[config.mk]
export PLATFORM = sky130hd
export DESIGN_NAME = wfg_capture_spi
export DESIGN_NICKNAME = d
export VERILOG_FILES = /design/src/rtl/wfg_capture_spi.sv
export SDC_FILE = /design/constraint.sdc
export NUM_CORES = 1
export LEC_CHECK = 0
export ABC_AREA = 1
export CAP_MARGIN = 25
export CORE_UTILIZATION = 56
export CTS_CLUSTER_DIAMETER = 50
export DETAILED_ROUTE_END_ITERATION = 10
export MAX_ROUTING_LAYER = met4
export PLACE_DENSITY_LB_ADDON = 0.08
export SYNTH_ARGS = -nofsm -noshare
export SYNTH_HDL_FRONTEND = slang
export SYNTH_SLANG_ARGS = --single-unit
[constraint.sdc]
create_clock -name clk -period 2.4 [get_ports clk]
set_clock_uncertainty 0.2 [all_clocks]
set_input_delay 0.6 -clock clk [delete_from_list [all_inputs] [get_ports clk]]
set_output_delay 0.6 -clock clk [all_outputs]
set_load 0.02 [all_outputs]
[src/rtl/wfg_capture_spi.sv]
// SPI peripheral-side receiver: oversamples an asynchronous SCLK/CS/SDI bus and emits 8..32-bit words on AXI-stream.
// Optional dropped-word counter enabled by defining WFG_CAPTURE_SPI_OVERFLOW_CNT_EN.
module wfg_capture_spi #(
   parameter int AXIS_DATA_WIDTH = 32
) (
   input  logic                       clk,
   input  logic                       rst,
   input  logic                       spi_sclk_i,
   input  logic                       spi_cs_i,
   input  logic                       spi_sdi_i,
   input  logic                       ctrl_en_q_i,
   input  logic                       cfg_cpol_q_i,
   input  logic                       cfg_lsbfirst_q_i,
   input  logic [1:0]                 cfg_dff_q_i,
   input  logic                       cfg_sspol_q_i,
   input  logic                       status_clr_i,
   output logic                       wfg_axis_tvalid_o,
   input  logic                       wfg_axis_tready_i,
   output logic                       wfg_axis_tlast_o,
   output logic [AXIS_DATA_WIDTH-1:0] wfg_axis_tdata_o,
   output logic                       err_frame_o,
   output logic                       err_overflow_o,
   output logic [7:0]                 overflow_cnt_o
);

   typedef enum logic [1:0] {
      ST_WAIT_CS_OFF = 2'd0,
      ST_IDLE        = 2'd1,
      ST_SHIFT       = 2'd2
   } state_t;

   state_t state;

   logic [1:0] sclk_ff, cs_ff, sdi_ff;
   logic       sclk_h, cs_h, en_h;
   logic       cpol_r, lsb_r, sspol_r;
   logic [1:0] dff_r;
   logic [4:0] cnt;
   logic [AXIS_DATA_WIDTH-1:0] sr;

   logic                       tvalid_r;
   logic [AXIS_DATA_WIDTH-1:0] tdata_r;
   logic                       err_frame_r, err_ovf_r;

   logic       cur_cpol, cur_sspol, run;
   logic       sample, cs_act, cs_act_h;
   logic [4:0] last_idx;
   logic [AXIS_DATA_WIDTH-1:0] word_next;
   logic       push, frame_err, handshake, drop;

   // Config is tracked live while idle so the start edge uses the new polarity.
   assign cur_cpol  = (state == ST_IDLE) ? cfg_cpol_q_i  : cpol_r;
   assign cur_sspol = (state == ST_IDLE) ? cfg_sspol_q_i : sspol_r;
   assign run       = ctrl_en_q_i & en_h;

   assign sample    = (sclk_ff[1] ^ cur_cpol) & ~(sclk_h ^ cur_cpol);
   assign cs_act    = cur_sspol ? cs_ff[1] : ~cs_ff[1];
   assign cs_act_h  = cur_sspol ? cs_h     : ~cs_h;
   assign last_idx  = {dff_r, 3'b111};
   assign word_next = lsb_r ? (sr | (AXIS_DATA_WIDTH'(sdi_ff[1]) << cnt))
                            : {sr[AXIS_DATA_WIDTH-2:0], sdi_ff[1]};

   assign push      = run && (state == ST_SHIFT) && cs_act && sample && (cnt == last_idx);
   assign frame_err = run && (state == ST_SHIFT) && !cs_act && (cnt != 5'd0);
   assign handshake = tvalid_r & wfg_axis_tready_i;
   assign drop      = push & tvalid_r & ~wfg_axis_tready_i;

   always_ff @(posedge clk) begin
      if (rst) begin
         sclk_ff <= '0;
         cs_ff   <= '0;
         sdi_ff  <= '0;
         sclk_h  <= 1'b0;
         cs_h    <= 1'b0;
         en_h    <= 1'b0;
      end else begin
         sclk_ff <= {sclk_ff[0], spi_sclk_i};
         cs_ff   <= {cs_ff[0], spi_cs_i};
         sdi_ff  <= {sdi_ff[0], spi_sdi_i};
         sclk_h  <= sclk_ff[1];
         cs_h    <= cs_ff[1];
         en_h    <= ctrl_en_q_i;
      end
   end

   always_ff @(posedge clk) begin
      if (rst) begin
         state   <= ST_WAIT_CS_OFF;
         cnt     <= '0;
         sr      <= '0;
         cpol_r  <= 1'b0;
         lsb_r   <= 1'b0;
         sspol_r <= 1'b0;
         dff_r   <= 2'd0;
      end else begin
         if (state == ST_IDLE) begin
            cpol_r  <= cfg_cpol_q_i;
            lsb_r   <= cfg_lsbfirst_q_i;
            sspol_r <= cfg_sspol_q_i;
            dff_r   <= cfg_dff_q_i;
         end
         // Disabled, or just enabled: never join a frame already in progress.
         if (!run) begin
            state <= ST_WAIT_CS_OFF;
         end else begin
            case (state)
               ST_WAIT_CS_OFF: begin
                  if (!cs_act) state <= ST_IDLE;
               end
               ST_IDLE: begin
                  if (cs_act && !cs_act_h) begin
                     state <= ST_SHIFT;
                     cnt   <= '0;
                     sr    <= '0;
                  end
               end
               ST_SHIFT: begin
                  if (!cs_act) begin
                     state <= ST_IDLE;
                  end else if (sample) begin
                     if (cnt == last_idx) begin
                        cnt <= '0;
                        sr  <= '0;
                     end else begin
                        cnt <= cnt + 5'd1;
                        sr  <= word_next;
                     end
                  end
               end
               default: state <= ST_WAIT_CS_OFF;
            endcase
         end
      end
   end

   always_ff @(posedge clk) begin
      if (rst) begin
         tvalid_r    <= 1'b0;
         tdata_r     <= '0;
         err_frame_r <= 1'b0;
         err_ovf_r   <= 1'b0;
      end else begin
         if (push && (!tvalid_r || wfg_axis_tready_i)) begin
            tvalid_r <= 1'b1;
            tdata_r  <= word_next;
         end else if (handshake) begin
            tvalid_r <= 1'b0;
         end
         err_frame_r <= frame_err | (err_frame_r & ~status_clr_i);
         err_ovf_r   <= drop | (err_ovf_r & ~status_clr_i);
      end
   end

`ifdef WFG_CAPTURE_SPI_OVERFLOW_CNT_EN
   logic [7:0] ovf_cnt;

   always_ff @(posedge clk) begin
      if (rst) begin
         ovf_cnt <= 8'd0;
      end else if (drop) begin
         if (status_clr_i)          ovf_cnt <= 8'd1;
         else if (ovf_cnt != 8'hFF) ovf_cnt <= ovf_cnt + 8'd1;
      end else if (status_clr_i) begin
         ovf_cnt <= 8'd0;
      end
   end

   assign overflow_cnt_o = ovf_cnt;
`else
   assign overflow_cnt_o = 8'd0;
`endif

   assign wfg_axis_tvalid_o = tvalid_r;
   assign wfg_axis_tlast_o  = tvalid_r;
   assign wfg_axis_tdata_o  = tdata_r;
   assign err_frame_o       = err_frame_r;
   assign err_overflow_o    = err_ovf_r;

endmodule
* After elaboration in Yosys (flattened, before gate mapping)
Cells that the tools add are included.
** Word-level totals
- Flip-flop bits (word level) :: 88
- Input port bits :: 13
- Output and inout port bits :: 44
- Word-level logic and storage cells :: 84
** Cells by class
- Add/subtract/negate cells :: 1
- Equality and inequality tests :: 7
- Shift operators :: 1
- Mux-type cells :: 20
- Bitwise gates (word level) :: 18
- Reduce and logical (&&, ||, !) cells :: 20
** Operators by type and width (number)
- $mux W32 :: 5
- $pmux W32 S2 :: 1
- $or A32 B32 Y32 :: 1
- $shl A1 B5 Y32 :: 1
- $mux W5 :: 4
- $pmux W5 S2 :: 1
- $logic_and A1 B1 Y1 :: 8
- $and A1 B1 Y1 :: 7
- $mux W1 :: 6
- $ne A2 B2 Y1 const B :: 3
- $not A1 Y1 :: 6
- $add A5 B1 Y5 const B :: 1
- $eq A5 B5 Y1 :: 1
- $reduce_and A5 Y1 :: 1
- $reduce_bool A5 Y1 :: 1
- $mux W2 :: 2
- $pmux W2 S2 :: 1
- $reduce_bool A2 Y1 :: 2
- $reduce_or A2 Y1 :: 2
- $logic_not A1 Y1 :: 3
- $eq A2 B1 Y1 const B :: 1
- $eq A2 B2 Y1 const B :: 1
- $logic_not A2 Y1 :: 1
- $ne A2 B1 Y1 const B :: 1
- 4 further kinds :: 6

* Longest topological paths before layout
- Depth after elaboration :: 10
- Mapped depth :: 13
- Mapped depth without buffers :: 12

* Worst setup path after synthesis
Ideal clock, no wire load.
- Path kind :: input port to flip-flop
- From :: in cfg_sspol_q_i
- To :: reg tdata_r[24] (netlist: wfg_axis_tdata_o[24])
- Setup time :: 0.114 ns
- Arrival :: 1.583 ns
- Data required time :: 2.086 ns
- Slack :: 0.503 ns
- Stages :: 10
- Path buffers :: 1
- Cells stage by stage :: nand3_2 -> nand2_1 -> nand2_1 -> nand2_1 -> nand2_2 -> nor2_8 -> nand2_4 -> buf_2 -> a21oi_1 -> nor2_1
** Between the ends
- Word-level cells in the longest chain between the ends :: 6
** Ends and longest elaborated chain
- start, declared :: RTL line 15 : input logic cfg_sspol_q_i,
- $mux W1
- $mux W1 :: RTL line 57 : assign cs_act = cur_sspol ? cs_ff[1] : ~cs_ff[1];
- $logic_and A1 B1 Y1 (3 in series) :: RTL line 63 : assign push = run && (state == ST_SHIFT) && cs_act && sample && (cnt == last_idx);
- $logic_and A1 B1 Y1 :: RTL line 143 : if (push && (!tvalid_r || wfg_axis_tready_i)) begin
- end signal, assigned :: RTL line 145 : tdata_r <= word_next;
- end, declared :: RTL line 42 : logic [AXIS_DATA_WIDTH-1:0] tdata_r;
No other way between the ends.
A chain may end at the register's enable or synchronous reset.

* Worst setup path after layout
- From :: in cfg_sspol_q_i
- To :: reg sr[3]
** Between the ends
- Word-level cells in the longest chain between the ends :: 6
- Elaborated cells on any way between the ends :: 8
- Those cells by class :: 2 x eq/ne; 3 x mux; 3 x reduce/logical
** Ends and longest elaborated chain
- $mux W1 *
- $mux W1 :: RTL line 58 : assign cs_act_h = cur_sspol ? cs_h : ~cs_h;
- $logic_not A1 Y1 :: RTL line 111 : if (cs_act && !cs_act_h) begin
- $logic_and A1 B1 Y1 :: RTL line 111
- $ne A2 B1 Y1 (no source line)
- $reduce_and A5 Y1 (no source line) *
- end signal, assigned :: RTL line 126 : sr <= word_next;
- end, declared :: RTL line 39 : logic [AXIS_DATA_WIDTH-1:0] sr;
Every way passes the cells marked *; elsewhere a longest branch is shown, timed or not.

==> impl_metrics.toml <==
[synthesis]
synth_adder_area_share_pct = 0.5214
syn_avg_cell_area_um2 = 6.241
yosysTopAreaCellShare_pct = 36.70
netlist_instances = 769
synth_area_leaders = "dfxtp_1 37%, nand2_1 13%, nor2_1 13%"
ys.flop_type = "dfxtp_1"
synth_cell_type_count = 32
async_flop_share_pct = 0
synth_edf_count = 0
synth_top_family_by_area = "simple AND/OR/NAND/NOR gates"
yosysWarnings = 0
synthMuxAreaShare_pct = 0
synthXorXnorAreaFrac_pct = 0.1825
yosys_register_bits = 88
synthesis.area_um2 = 4800
synth.largest_area_cell = "dfxtp_1"
synthSimpleGateAreaFrac_pct = 43.56
seq_area_frac_synth_pct = 36.70
synth_compound_area_share_pct = 4.458

[flow_run]
drv_cap = 0

[clocking]
clock_path_buffers = 2
clock_sinks = 88
htreeDepth = 3
insertion_delay_ns = 0.36
ctsHoldBuffers = 0
cts-root-buf = "clkbuf_8"
clkSlewWorstSetupHoldPaths_ns = 0.09
cts_made_buffers = 9
tritoncts = "yes"

[finish]
final_cell_mix = "164 x nand2_1, 159 x nor2_1, 106 x inv_1, 105 x nand3_1, 88 x dfxtp_1"
final_cells = 924
nFillCells = 762
num_antenna_cells = 0
final_layout_size_suffix_gt1_share_pct = 8.791
area_growth_syn_to_layout_pct = 19.37
fin_nets = 829
layout_commonest_cell = "nand2_1"

[pwr]
pwr-share-seq_pct = 51.4
ir_worst_vdd_v = 0.0002956
clkPwrFrac_pct = 44.3
p_int_w = 0.002235
combPwrFrac_pct = 4.3
netSwitchingFraction_pct = 21.98
leakagePower_nw = 2.710
p_per_area_nw_per_um2 = 499.9
switchingPower_w = 0.0006294

[drt]
drtPass1Iterations = 5
wire_per_inst_um = 13.70
postRouteWirelength_um = 12660
drc_errors = 0
via_count = 4829
ant_nets = 0
drtIter0Drc = 479
drt-vias-per-instance = 5.226

[timing]
min_period_ns = 2.166
fmaxAchievable_mhz = 461.6
finalSetupViolations = 0
final-max-slew-violation-count = 0
relSlewSlack_pct = 53.33
holdWs_ns = 0.2050
fin_crit_sh_pct = 90.26
rsz0062_at_grt = "false"
tightest_slew_ns = 0.6993
finalHoldViolCount = 0

[grt]
grt_pass1_wl_um = 20940
grt_pass1_vias = 4421
grt_start_max_net_pins = 44
use_met2_pct = 49.76
grt_busiest_layer = "met2"
grt.met3_usage_pct = 4.026
antenna_found_initial = 0
grt_usage_pct = 31.04
grt-ovfl-total = 0
gr-usage-met1_pct = 39.86

[floorplanning]
rows = 33
core_area_um2 = 8258
start_util_pct = 58.12
ioPinCount = 57
design.die.area_um2 = 8945
fp.dieW_um = 94.58
dieHeight_um = 94.58

[critical_path]
arrival_ns = 2.26
path_cells = "clkdlybuf4s50_1 -> nand3_2 -> buf_4 -> nand3_1 -> nand3_1 -> nand2_1 -> nand3_2 -> buf_12 -> nand2_1 -> nand2_1 -> nor2_1"
crit_buf_inv = 3
cp_common_cell = "nand2_1"
critPathSlowestCell = "clkdlybuf4s50_1"
end_kind = "flop"
cpLargestDelayFamily = "buffers and inverters"
crit_type = "input port to flop"
cp_max_fo = 23
critPathLaunchType = "input port"
cp_slowest_stage_delay_ns = 0.50
required_ns = 2.50

[hold_path]
hp-class = "flop to flop"

[placement]
dpl.hpwl_um = 8756
place_inst = 908
place_congestion = 0.9120
port_buffers = 48

[run_status]
status = "completed"
## sequential cells by signal, indices dropped and copies added (netlist names), 2 cells and up
name and flops:
sr 32, sdi_ff 2, cs_ff 2, cnt 5, dff_r 2, state 2
sclk_ff 2, wfg_axis_tdata_o 32
## worst paths after layout
kind                      start                   end  slack (ns)  cells past startpoint
setup reg to reg         cnt[1]  wfg_axis_tdata_o[24]        0.27                     11
setup / recovery  cfg_sspol_q_i                 sr[3]        0.23                     11
hold / removal         cs_ff[0]              cs_ff[1]        0.21                      2
hold reg to reg        cs_ff[0]              cs_ff[1]        0.21                      2
## power groups by stage
stage / Combinational (W) / Sequential [W] / Clock, W
floorplan: 0.0000859 / 0.00150 / 0
global placement: 0.000121 / 0.00151 / 0
detailed placement: 0.000123 / 0.00151 / 0
CTS: 0.000123 / 0.00147 / 0.00128
global route: 0.000138 / 0.00147 / 0.00134
finish: 0.000124 / 0.00147 / 0.00127
## cells by family after synthesis
logic type | after synthesis
compound gates | 41
xor+xnor | 1
fa+ha+maj | 2
buf+inv | 161
flops | 88
other cells | 1
simple gates | 475
## Yosys cell counts, types with 4 or more instances
| cell | count |
|---|---|
| dfxtp_1 | 88 |
| clkbuf_1 | 12 |
| buf_6 | 4 |
| nand3_2 | 5 |
| buf_2 | 19 |
| nand4_1 | 12 |
| a21oi_1 | 19 |
| nand2_1 | 164 |
| nand3b_1 | 6 |
| nand3_1 | 105 |
| inv_1 | 106 |
| o21ai_0 | 16 |
| nand2_2 | 13 |
| nor2_1 | 160 |
| buf_4 | 10 |
| buf_1 | 5 |
## through the flow
stage | power, W | worst slack, ns | cell area (um2) | util, % | setup TNS (ns)
3_3_place_gp | 0.001627 | -0.008179 | 5477 | 66.32 | -0.01001
6_report | 0.002864 | 0.2338 | 5729 | 69.38 | 0
2_1_floorplan | 0.001590 | 0.5032 | 4826 | - | 0
4_1_cts | 0.002877 | 0.1949 | 5724 | 69.32 | 0
3_5_place_dp | 0.001629 | -0.1178 | 5477 | 66.32 | -3.235
5_1_grt | 0.002954 | 0.08018 | 5729 | 69.38 | 0
## repair_timing
action                                  in CTS  in global routing
pin swaps                                    0                  0
setup buffers                                0                  0
endpoints found under the setup margin       6                  1
gates resized for setup                      1                  1
## worst register-to-register path: cells and delay by family (launching register included)
family	cells	cell delay [ns]
and+or+nand+nor	7	0.79
DFF	1	0.43
AOI/OAI and AO/OA	1	0.14
buffers and inverters	2	0.25
adders and majority gates	1	0.23
## area by class of cell
class	count	area (um2)	area share, %
clock buffer	11	141.4	2.468
clock inverter	5	103.9	1.813
inverter	111	416.7	7.272
multi-input combinational	527	2376	41.47
sequential	88	1762	30.75
tap	105	131.4	2.293
timing repair buffer	77	798.3	13.93
## layer usage
layer  vias up  wire length (um)
met5         -                 0
li1       2440                 -
met2       196              5796
met1      2161              5637
met3        32               904
met4         0               323
No activity file was read; power rests on OpenSTA's default activity.
